<file path="config.mk">
export PLATFORM = sky130hd
export DESIGN_NAME = core_top_ds
export DESIGN_NICKNAME = d
export VERILOG_FILES = /design/src/rtl/core_top_ds.sv
export SDC_FILE = /design/constraint.sdc
export NUM_CORES = 1
export LEC_CHECK = 0
export CAP_MARGIN = 15
export CORE_ASPECT_RATIO = 0.6
export CORE_UTILIZATION = 38
export DETAILED_ROUTE_END_ITERATION = 10
export PLACE_DENSITY = 0.88
export SKIP_CTS_REPAIR_TIMING = 1
export SYNTH_ARGS = -nofsm -noshare
export SYNTH_HDL_FRONTEND = slang
export SYNTH_SLANG_ARGS = --single-unit
</file>
<file path="constraint.sdc">
create_clock -name clk -period 5.1 [get_ports clk]
set_input_delay 1.02 -clock clk [delete_from_list [all_inputs] [get_ports clk]]
set_output_delay 1.02 -clock clk [all_outputs]
set_load 0.02 [all_outputs]
</file>
<file path="src/rtl/core_top_ds.sv">
// MIPS-subset core with one branch delay slot, delay-slot classification and statistics.
// Optional build macro AUTO_SLOT_FILL_EN: a NOP slot executes the next instruction on the resolved path.

module core_imem #(
  parameter int IMEM_WORDS = 256
) (
  input  logic [31:0] addr_a,
  output logic [31:0] data_a,
  input  logic [31:0] addr_b,
  output logic [31:0] data_b
);
  localparam int AW = (IMEM_WORDS > 1) ? $clog2(IMEM_WORDS) : 1;

  logic [31:0] mem [IMEM_WORDS];

  assign data_a = mem[AW'((addr_a >> 2) % IMEM_WORDS)];
  assign data_b = mem[AW'((addr_b >> 2) % IMEM_WORDS)];

  // Backdoor loader; contents are deliberately untouched by reset.
  task write_word(input logic [31:0] byte_addr, input logic [31:0] data);
    mem[AW'((byte_addr >> 2) % IMEM_WORDS)] = data;
  endtask
endmodule

module core_reg_file (
  input  logic        clk,
  input  logic        reset,
  input  logic [4:0]  ra_a,
  input  logic [4:0]  ra_b,
  output logic [31:0] rd_a,
  output logic [31:0] rd_b,
  input  logic        we,
  input  logic [4:0]  wa,
  input  logic [31:0] wd
);
  logic [31:0] regs [32];

  assign rd_a = (ra_a == 5'd0) ? 32'd0 : regs[ra_a];
  assign rd_b = (ra_b == 5'd0) ? 32'd0 : regs[ra_b];

  always_ff @(posedge clk) begin
    if (reset) begin
      for (int i = 0; i < 32; i++) regs[i] <= 32'd0;
    end else if (we && wa != 5'd0) begin
      regs[wa] <= wd;
    end
  end
endmodule

// state   | meaning
// ST_RUN  | ordinary issue; a branch here opens a delay slot
// ST_SLOT | delay slot of the branch recorded in slot_pc_q/slot_taken_q
module core_cpu #(
  parameter logic [31:0] RESET_PC = 32'h0
) (
  input  logic        clk,
  input  logic        reset,
  output logic [31:0] imem_addr_a,
  input  logic [31:0] imem_data_a,
  output logic [31:0] imem_addr_b,
  input  logic [31:0] imem_data_b,
  output logic        ev_valid,
  output logic [31:0] ev_pc,
  output logic        ev_taken,
  output logic        ev_is_nop,
  output logic        ev_is_auto,
  output logic [31:0] cnt_cycle,
  output logic [31:0] cnt_branch,
  output logic [31:0] cnt_manual,
  output logic [31:0] cnt_auto,
  output logic [31:0] cnt_nop
);
  typedef enum logic {ST_RUN, ST_SLOT} state_t;
  state_t state_q, state_d;

  logic [31:0] pc_q, pc_d, npc_q, npc_d, slot_pc_q, slot_pc_d;
  logic        slot_taken_q, slot_taken_d;
  logic [31:0] exec, rs_val, rt_val, imm_sext, alu_y, target;
  logic        slot_is_nop, do_fill, is_br_exec, taken, we;
  logic [4:0]  wa;
  logic        unused_shamt;

  function automatic logic is_branch(input logic [31:0] ins);
    return (ins[31:26] == 6'h04) || (ins[31:26] == 6'h05);
  endfunction

  function automatic logic is_alu(input logic [31:0] ins);
    if (ins[31:26] == 6'h08) return 1'b1;
    if (ins[31:26] != 6'h00) return 1'b0;
    return ins[5:0] inside {6'h20, 6'h22, 6'h24, 6'h25, 6'h2A};
  endfunction

  assign imem_addr_a = pc_q;
  assign imem_addr_b = npc_q;

  // A branch sitting in a slot decodes as non-ALU, so it runs as a NOP.
  assign slot_is_nop = !is_alu(imem_data_a);
`ifdef AUTO_SLOT_FILL_EN
  assign do_fill = (state_q == ST_SLOT) && slot_is_nop && !is_branch(imem_data_b);
`else
  assign do_fill = 1'b0;
`endif
  assign exec       = do_fill ? imem_data_b : imem_data_a;
  assign is_br_exec = (state_q == ST_RUN) && is_branch(imem_data_a);
  assign imm_sext   = {{16{exec[15]}}, exec[15:0]};
  assign target     = pc_q + 32'd4 + (imm_sext << 2);
  assign taken      = (exec[31:26] == 6'h04) ? (rs_val == rt_val) : (rs_val != rt_val);
  assign we         = is_alu(exec);
  assign wa         = (exec[31:26] == 6'h00) ? exec[15:11] : exec[20:16];
  assign unused_shamt = ^exec[10:6];

  core_reg_file u_reg_file (
    .clk  (clk),
    .reset(reset),
    .ra_a (exec[25:21]),
    .ra_b (exec[20:16]),
    .rd_a (rs_val),
    .rd_b (rt_val),
    .we   (we),
    .wa   (wa),
    .wd   (alu_y)
  );

  always_comb begin
    alu_y = 32'd0;
    if (exec[31:26] == 6'h08) begin
      alu_y = rs_val + imm_sext;
    end else begin
      case (exec[5:0])
        6'h20:   alu_y = rs_val + rt_val;
        6'h22:   alu_y = rs_val - rt_val;
        6'h24:   alu_y = rs_val & rt_val;
        6'h25:   alu_y = rs_val | rt_val;
        6'h2A:   alu_y = {31'd0, $signed(rs_val) < $signed(rt_val)};
        default: alu_y = 32'd0;
      endcase
    end
  end

  always_ff @(posedge clk) begin
    if (reset) state_q <= ST_RUN;
    else       state_q <= state_d;
  end

  always_comb begin
    state_d = is_br_exec ? ST_SLOT : ST_RUN;
  end

  always_comb begin
    ev_valid   = (state_q == ST_SLOT) && !reset;
    ev_pc      = ev_valid ? slot_pc_q : 32'd0;
    ev_taken   = ev_valid && slot_taken_q;
    ev_is_auto = ev_valid && do_fill;
    ev_is_nop  = ev_valid && slot_is_nop && !do_fill;
  end

  always_comb begin
    pc_d         = npc_q;
    npc_d        = npc_q + 32'd4;
    slot_pc_d    = slot_pc_q;
    slot_taken_d = slot_taken_q;
    if (is_br_exec) begin
      slot_pc_d    = pc_q;
      slot_taken_d = taken;
      if (taken) npc_d = target;
    end
    // The filled instruction came from npc, so fetch resumes just past it.
    if (do_fill) begin
      pc_d  = npc_q + 32'd4;
      npc_d = npc_q + 32'd8;
    end
  end

  always_ff @(posedge clk) begin
    if (reset) begin
      pc_q         <= RESET_PC;
      npc_q        <= RESET_PC + 32'd4;
      slot_pc_q    <= 32'd0;
      slot_taken_q <= 1'b0;
      cnt_cycle    <= 32'd0;
      cnt_branch   <= 32'd0;
      cnt_manual   <= 32'd0;
      cnt_auto     <= 32'd0;
      cnt_nop      <= 32'd0;
    end else begin
      pc_q         <= pc_d;
      npc_q        <= npc_d;
      slot_pc_q    <= slot_pc_d;
      slot_taken_q <= slot_taken_d;
      cnt_cycle    <= cnt_cycle + 32'd1;
      if (ev_valid) begin
        cnt_branch <= cnt_branch + 32'd1;
        if (ev_is_auto)     cnt_auto   <= cnt_auto + 32'd1;
        else if (ev_is_nop) cnt_nop    <= cnt_nop + 32'd1;
        else                cnt_manual <= cnt_manual + 32'd1;
      end
    end
  end
endmodule

module core_top_ds #(
  parameter int          IMEM_WORDS = 256,
  parameter logic [31:0] RESET_PC   = 32'h0
) (
  input  logic        clk,
  input  logic        reset,
  output logic        branch_event_valid,
  output logic [31:0] branch_event_pc,
  output logic        branch_event_taken,
  output logic        slot_event_is_nop,
  output logic        slot_event_is_auto,
  output logic [31:0] stat_cycle_count,
  output logic [31:0] stat_branch_count,
  output logic [31:0] stat_slot_manual_count,
  output logic [31:0] stat_slot_auto_count,
  output logic [31:0] stat_slot_nop_count
);
  logic [31:0] addr_a, data_a, addr_b, data_b;

  core_imem #(.IMEM_WORDS(IMEM_WORDS)) imem (
    .addr_a(addr_a), .data_a(data_a), .addr_b(addr_b), .data_b(data_b)
  );

  core_cpu #(.RESET_PC(RESET_PC)) u_cpu (
    .clk        (clk),
    .reset      (reset),
    .imem_addr_a(addr_a),
    .imem_data_a(data_a),
    .imem_addr_b(addr_b),
    .imem_data_b(data_b),
    .ev_valid   (branch_event_valid),
    .ev_pc      (branch_event_pc),
    .ev_taken   (branch_event_taken),
    .ev_is_nop  (slot_event_is_nop),
    .ev_is_auto (slot_event_is_auto),
    .cnt_cycle  (stat_cycle_count),
    .cnt_branch (stat_branch_count),
    .cnt_manual (stat_slot_manual_count),
    .cnt_auto   (stat_slot_auto_count),
    .cnt_nop    (stat_slot_nop_count)
  );
endmodule

</file>
==> results of run 1 <==
-- layout make-up --
type / count / share of cell area, %
Multi-Input combinational cell: 289 / 51.3
Sequential cell: 32 / 23.7
Timing Repair Buffer: 34 / 13.2
Clock buffer: 7 / 5.65
Tap cell: 87 / 4.03
Clock inverter: 1 / 1.11
Inverter: 7 / 0.973
-- cell families after synthesis --
family | after synthesis | share of synthesized area [%]
buffers and inverters | 180 | 48.1
AND/OR/NAND/NOR | 74 | 15.9
AO/OA/AOI/OAI | 40 | 8.54
flip-flops | 32 | 23.5
XOR/XNOR | 9 | 2.89
adder cells (fa/ha/maj) | 1 | 0.459
other | 1 | 0.138
multiplexers | 1 | 0.413
-- worst paths after layout --
| kind | from | endpoint | slack (ns) |
|---|---|---|---|
| max | u_cpu.cnt_cycle[2]$_SDFF_PP0_ | stat_cycle_count[2] | 2.69 |
| min | u_cpu.cnt_cycle[29]$_SDFF_PP0_ | u_cpu.cnt_cycle[29]$_SDFF_PP0_ | 0.50 |
| max reg2reg | u_cpu.cnt_cycle[2]$_SDFF_PP0_ | u_cpu.cnt_cycle[31]$_SDFF_PP0_ | 2.78 |
| min reg2reg | u_cpu.cnt_cycle[29]$_SDFF_PP0_ | u_cpu.cnt_cycle[29]$_SDFF_PP0_ | 0.50 |
-- tightest hold or removal path: cells and delay by family, from the launching register on --
kind | cells | cell delay, ns
flip-flops | 1 | 0.33
AO/OA/AOI/OAI | 2 | 0.12
-- synth_stat cells (2+ instances only) --
cell        n
dfxtp_1    32
nand3b_1    2
nor2b_1     2
clkbuf_1    3
xor2_1      2
nand3_2     2
buf_6       2
inv_1       7
or3_1       7
buf_2       4
nand2_1     9
o31ai_1    11
buf_4     164
nor4_1      2
a21oi_1    20
nand4_1     7
o21ai_0     8
nor2_1     13
or4_1      14
xnor2_1     7
nand3_1     8
and4_1      2
nor3_1      4
-- where the power goes --
| part | internal, W | total (W) | switching, W |
|---|---|---|---|
| sequential | 0.000252 | 0.000256 | 0.00000344 |
| clock | 0.000257 | 0.000360 | 0.000103 |
| combinational | 0.00000822 | 0.000125 | 0.000117 |
-- metrics by stage --
step,total power (W),instance area (um^2),std cells,util [%],setup WS [ns]
6_report,0.000741,2700,457,39.8,2.69
3_3_place_gp,0.000380,2490,448,36.7,2.31
3_5_place_dp,0.000381,2490,448,36.7,2.26
2_1_floorplan,0.000470,3340,501,-,2.94
5_1_grt,0.000767,2700,457,39.8,2.63
4_1_cts,0.000742,2670,456,39.4,2.56
-- metal layers --
metal	track usage [%]	wire length, um	vias up
met1	12.9	1850	874
met4	6.93	78	0
met3	3.59	298	8
met5	0	0	-
met2	19.1	2410	77
li1	-	-	864
==> impl_results.md, run 1 <==
* Clock slew at reported path FFs at 0.05 ns
* Biggest area consumer among synthesized cells: buf_4
* Most common cell after layout, fill and taps aside: conb_1
* Maximum vdd drop at 0.123 mV
* Final hold violation count at 0
* Initial DRC count at approximately 110
* Root buf cell: clkbuf_16
* Critical path type: flip-flop to primary output
* Leak pwr at approximately 1.1 nW
* Reg area at roughly 640 um^2
* Syn Area/Cell at ~8.1 um^2
* DIE HEIGHT at about 68 um
* Violated checks: design-rule violations
* Area grow syn2layout at -0.872%
* Async SR Flop Fraction at 0%
* Router iterations before antenna repair at 7
* Setup repair after global routing missed its margin: no
* Crit path max-delay cell type: clkdlybuf4s50_1
* Ant diodes at 0
* CORE AREA at between 6000 and 7000 um^2
* Global-route wire length before repair at 6710 um
* Crit path cell chain: clkdlybuf4s50_1
* Final Cycle Share at 47.2%
* Fin Clk Skew at between 0.005 and 0.006 ns
* Pin count of the biggest net entering global routing at 34
* Top reg by flops: u_cpu.cnt_cycle
* Crit path arrival time at around 1.4 ns
* Post-synth top area share at between 40% and 50%
* Yosys warning total at approximately 8200
* Gr usage total at 11.3%
* Fmax at a little over 0.4 GHz
* Synth Flop Type: dfxtp_1
* Worst hold slack at between 0.4 and 0.5 ns
* Die W at about 110 um
* Per-cell routed wire length at slightly above 10 um
* H-tree levels at 2
* Multi-input logic area at between 1000 and 1500 um^2
* Post-synth EDFFs at 0
* CP Launch Type: flip-flop
* Ports at 198
* FF+latch count, synth at 32
* Fillers at roughly 700
* Power per cell area at ~270 nW/um^2
* Row count at 23
* Max reg flops at 32
* Congestion Overflow GR at 0
* Worst setup EP type: primary output
* HPWL Detailed at roughly 3500 um
* Die area at ~7500 um^2
* Buf+Inv Stages, Crit Path at 1
* Sequential area share after synthesis at around a quarter
* Via count at about 1800
* Top flop regs: u_cpu.cnt_cycle: 32 flops
* Clock latency on the worst-skew pair at ~0.28 ns
* CTS sink count at 32
* Final wirelength at between 4000 and 5000 um
* Register-to-Register Path Depth at 4
* Final ANT Viol Nets at 0
* Commonest non-fill, non-tap cells in the layout: conb_1, clkdlybuf4s50_1, dfxtp_1
* Clock Tree Buf Depth at 2
* CP max stage delay at approximately 0.65 ns
* GPL Wtd Cong at about 0.76
* CTS Buf Count at 5
* HP Class: flip-flop to flip-flop
* Routed vias/inst at 3.99
* Status: finished, violations left
* Min-Delay Path Depth at 2
* Max-slew violations at 0
* Max-cap viol count at 0
* Final net count at between 300 and 400
* Vias in the first global route at between 1500 and 2000
* Tightest Pin Transition at roughly 0.55 ns
* Remaining DRCs at 20
* Cell area after synthesis at about 2700 um^2
* Initial antenna violation count at 0
* Number of I/O port buffers at 33
* Worst path top cell family by delay: buffers and inverters
* Setup TNS at 0 ns
* Slew HR at 63.1%
* Dominant cells by area after synthesis: buf_4, dfxtp_1, or4_1
* Yosys cell types at 29
* Crit-path max FO at 6
* TritonCTS clock tree: done
* Layout cell share with drive strength beyond 1 at 3.51%
* Critical Path RT at between 4 and 5 ns
* Minimum clock period at between 2 and 2.5 ns
* CP Depth at 1
* Final Setup Violations at 0
* Gate Count Post-Synth at roughly 340
* Initial Util at 40.1%
Power figures use the tool's default switching activity.
==> inputs of run 2 (changes only) <==
--- a/config.mk
+++ b/config.mk
@@ -7,9 +7,9 @@
 export LEC_CHECK = 0
 export CAP_MARGIN = 15
 export CORE_ASPECT_RATIO = 0.6
-export CORE_UTILIZATION = 38
+export CORE_UTILIZATION = 32
 export DETAILED_ROUTE_END_ITERATION = 10
-export PLACE_DENSITY = 0.88
+export PLACE_DENSITY = 0.79
 export SKIP_CTS_REPAIR_TIMING = 1
 export SYNTH_ARGS = -nofsm -noshare
 export SYNTH_HDL_FRONTEND = slang
==> constraint.sdc (replaced) <==
create_clock -name clk -period 2.2 [get_ports clk]
set_input_delay 0.44 -clock clk [delete_from_list [all_inputs] [get_ports clk]]
set_output_delay 0.44 -clock clk [all_outputs]
set_load 0.02 [all_outputs]
==> impl_results.md, run 2 (synthesized netlist as in run 1, its figures left out) <==
* Status: complete, no violations
* Final Setup Violations at 0
* Initial DRC count at 100
* Pin count of the biggest net entering global routing at 20
* H-tree levels at 2
* Crit-path max FO at 8
* Top reg by flops: u_cpu.cnt_cycle
* Multi-input logic area at 1400 um^2
* Final wirelength at roughly 4800 um
* Crit path arrival time at approximately 2.2 ns
* Area grow syn2layout at 2.66%
* CTS Buf Count at 5
* Final ANT Viol Nets at 0
* Critical path type: flip-flop to flip-flop
* Max-slew violations at 0
* Congestion Overflow GR at 0
* Per-cell routed wire length at between 9 and 10 um
* Power per cell area at about 560 nW/um^2
* CORE AREA at roughly 8100 um^2
* Via count at approximately 1800
* DIE HEIGHT at ~73 um
* Reg area at 643 um^2
* Router iterations before antenna repair at 4
* Clock latency on the worst-skew pair at roughly 0.27 ns
* Setup TNS at 0 ns
* Row count at 25
* Max-cap viol count at 0
* Worst hold slack at 0.476 ns
* Max reg flops at 32
* Final net count at ~390
* Setup repair after global routing missed its margin: no
* Routed vias/inst at ~3.7
* Maximum vdd drop at approximately 0.38 mV
* Global-route wire length before repair at 6420 um
* Commonest non-fill, non-tap cells in the layout: conb_1, clkdlybuf4s50_1, dfxtp_1
* Critical Path RT at approximately 2.4 ns
* Fmax at 0.492 GHz
* Most common cell after layout, fill and taps aside: conb_1
* Ant diodes at 0
* GPL Wtd Cong at approximately 0.8
* Vias in the first global route at between 1000 and 1500
* Gr usage total at 9.26%
* HPWL Detailed at ~3800 um
* Leak pwr at ~1.2 nW
* Final hold violation count at 0
* Minimum clock period at just over 2 ns
* Ports at ~200
* Top flop regs: u_cpu.cnt_cycle: 32 flops
* Die W at 121 um
* HP Class: flip-flop to flip-flop
* CTS sink count at 32
* Clock slew at reported path FFs at around 0.05 ns
* Layout cell share with drive strength beyond 1 at 8.05%
* Fin Clk Skew at 0.00258 ns
* Final Cycle Share at between 90% and 100%
* Root buf cell: clkbuf_16
* Initial antenna violation count at 0
* Remaining DRCs at 0
* CP Launch Type: flip-flop
* Number of I/O port buffers at 33
* Worst setup EP type: flip-flop
* TritonCTS clock tree: done
* Initial Util at ~34%
* Fillers at roughly 850
* Die area at about 8900 um^2
* Clock Tree Buf Depth at 2
-- run 2: cell types whose count changed in the layout (fill, tap and decap cells not counted) --
| cell | change |
|---|---|
| bufinv_16 | -1 |
| buf_16 | -1 |
| or4_1 | -3 |
| buf_4 | +16 |
| clkbuf_1 | +2 |
| dfxtp_2 | +2 |
| clkbuf_8 | -1 |
| or4_4 | +3 |
| dfxtp_1 | -2 |
-- run 2: layout make-up --
class                           instances  area share (%)
Sequential cell                        32            23.0
Multi-Input combinational cell        289            49.9
Tap cell                              108            4.83
Timing Repair Buffer                   49            16.1
Inverter                                7           0.939
Clock buffer                            8            5.23
-- run 2: through the flow --
| step | cell area (um^2) | utilization [%] | worst slack (ns) | cells | total power [W] |
|---|---|---|---|---|---|
| 3_3_place_gp | 2640 | 32.7 | 0.122 | 485 | 0.000886 |
| 4_1_cts | 2780 | 34.5 | 0.00198 | 493 | 0.00157 |
| 6_report | 2800 | 34.7 | 0.168 | 493 | 0.00157 |
| 5_1_grt | 2800 | 34.7 | 0.0282 | 493 | 0.00163 |
| 2_1_floorplan | 3340 | - | 0.0407 | 501 | 0.00109 |
| 3_5_place_dp | 2640 | 32.7 | 0.00819 | 485 | 0.000887 |
-- run 2: power by group --
| group | switching (W) | internal [W] | total [W] |
|---|---|---|---|
| Sequential | 0.00000618 | 0.000585 | 0.000591 |
| Combinational | 0.000272 | 0.0000182 | 0.000291 |
| Clock | 0.000238 | 0.000451 | 0.000689 |
-- run 2: critical path: stages, from the launching register on --
cell and delay [ns]:
dfxtp_1 0.41, ha_1 0.24, nand4_1 0.17, or4_4 0.50, or4_1 0.48, a21oi_1 0.16
-- run 2: path summary, 6_finish.rpt --
check | from | endpoint | slack (ns) | cells after the start
hold / removal | u_cpu.cnt_cycle[0]$_SDFF_PP0_ | u_cpu.cnt_cycle[0]$_SDFF_PP0_ | 0.48 | 1
hold reg to reg | u_cpu.cnt_cycle[0]$_SDFF_PP0_ | u_cpu.cnt_cycle[0]$_SDFF_PP0_ | 0.48 | 1
setup reg to reg | u_cpu.cnt_cycle[1]$_SDFF_PP0_ | u_cpu.cnt_cycle[28]$_SDFF_PP0_ | 0.17 | 5
setup / recovery | u_cpu.cnt_cycle[1]$_SDFF_PP0_ | u_cpu.cnt_cycle[28]$_SDFF_PP0_ | 0.17 | 5
-- run 2: per-layer routing --
metal | global-route usage (%) | up-vias | wire length [um]
li1 | - | 897 | -
met1 | 12.1 | 850 | 2080
met2 | 14.3 | 64 | 2380
met3 | 2.72 | 4 | 234
met4 | 3.84 | 0 | 60
met5 | 0 | - | 0
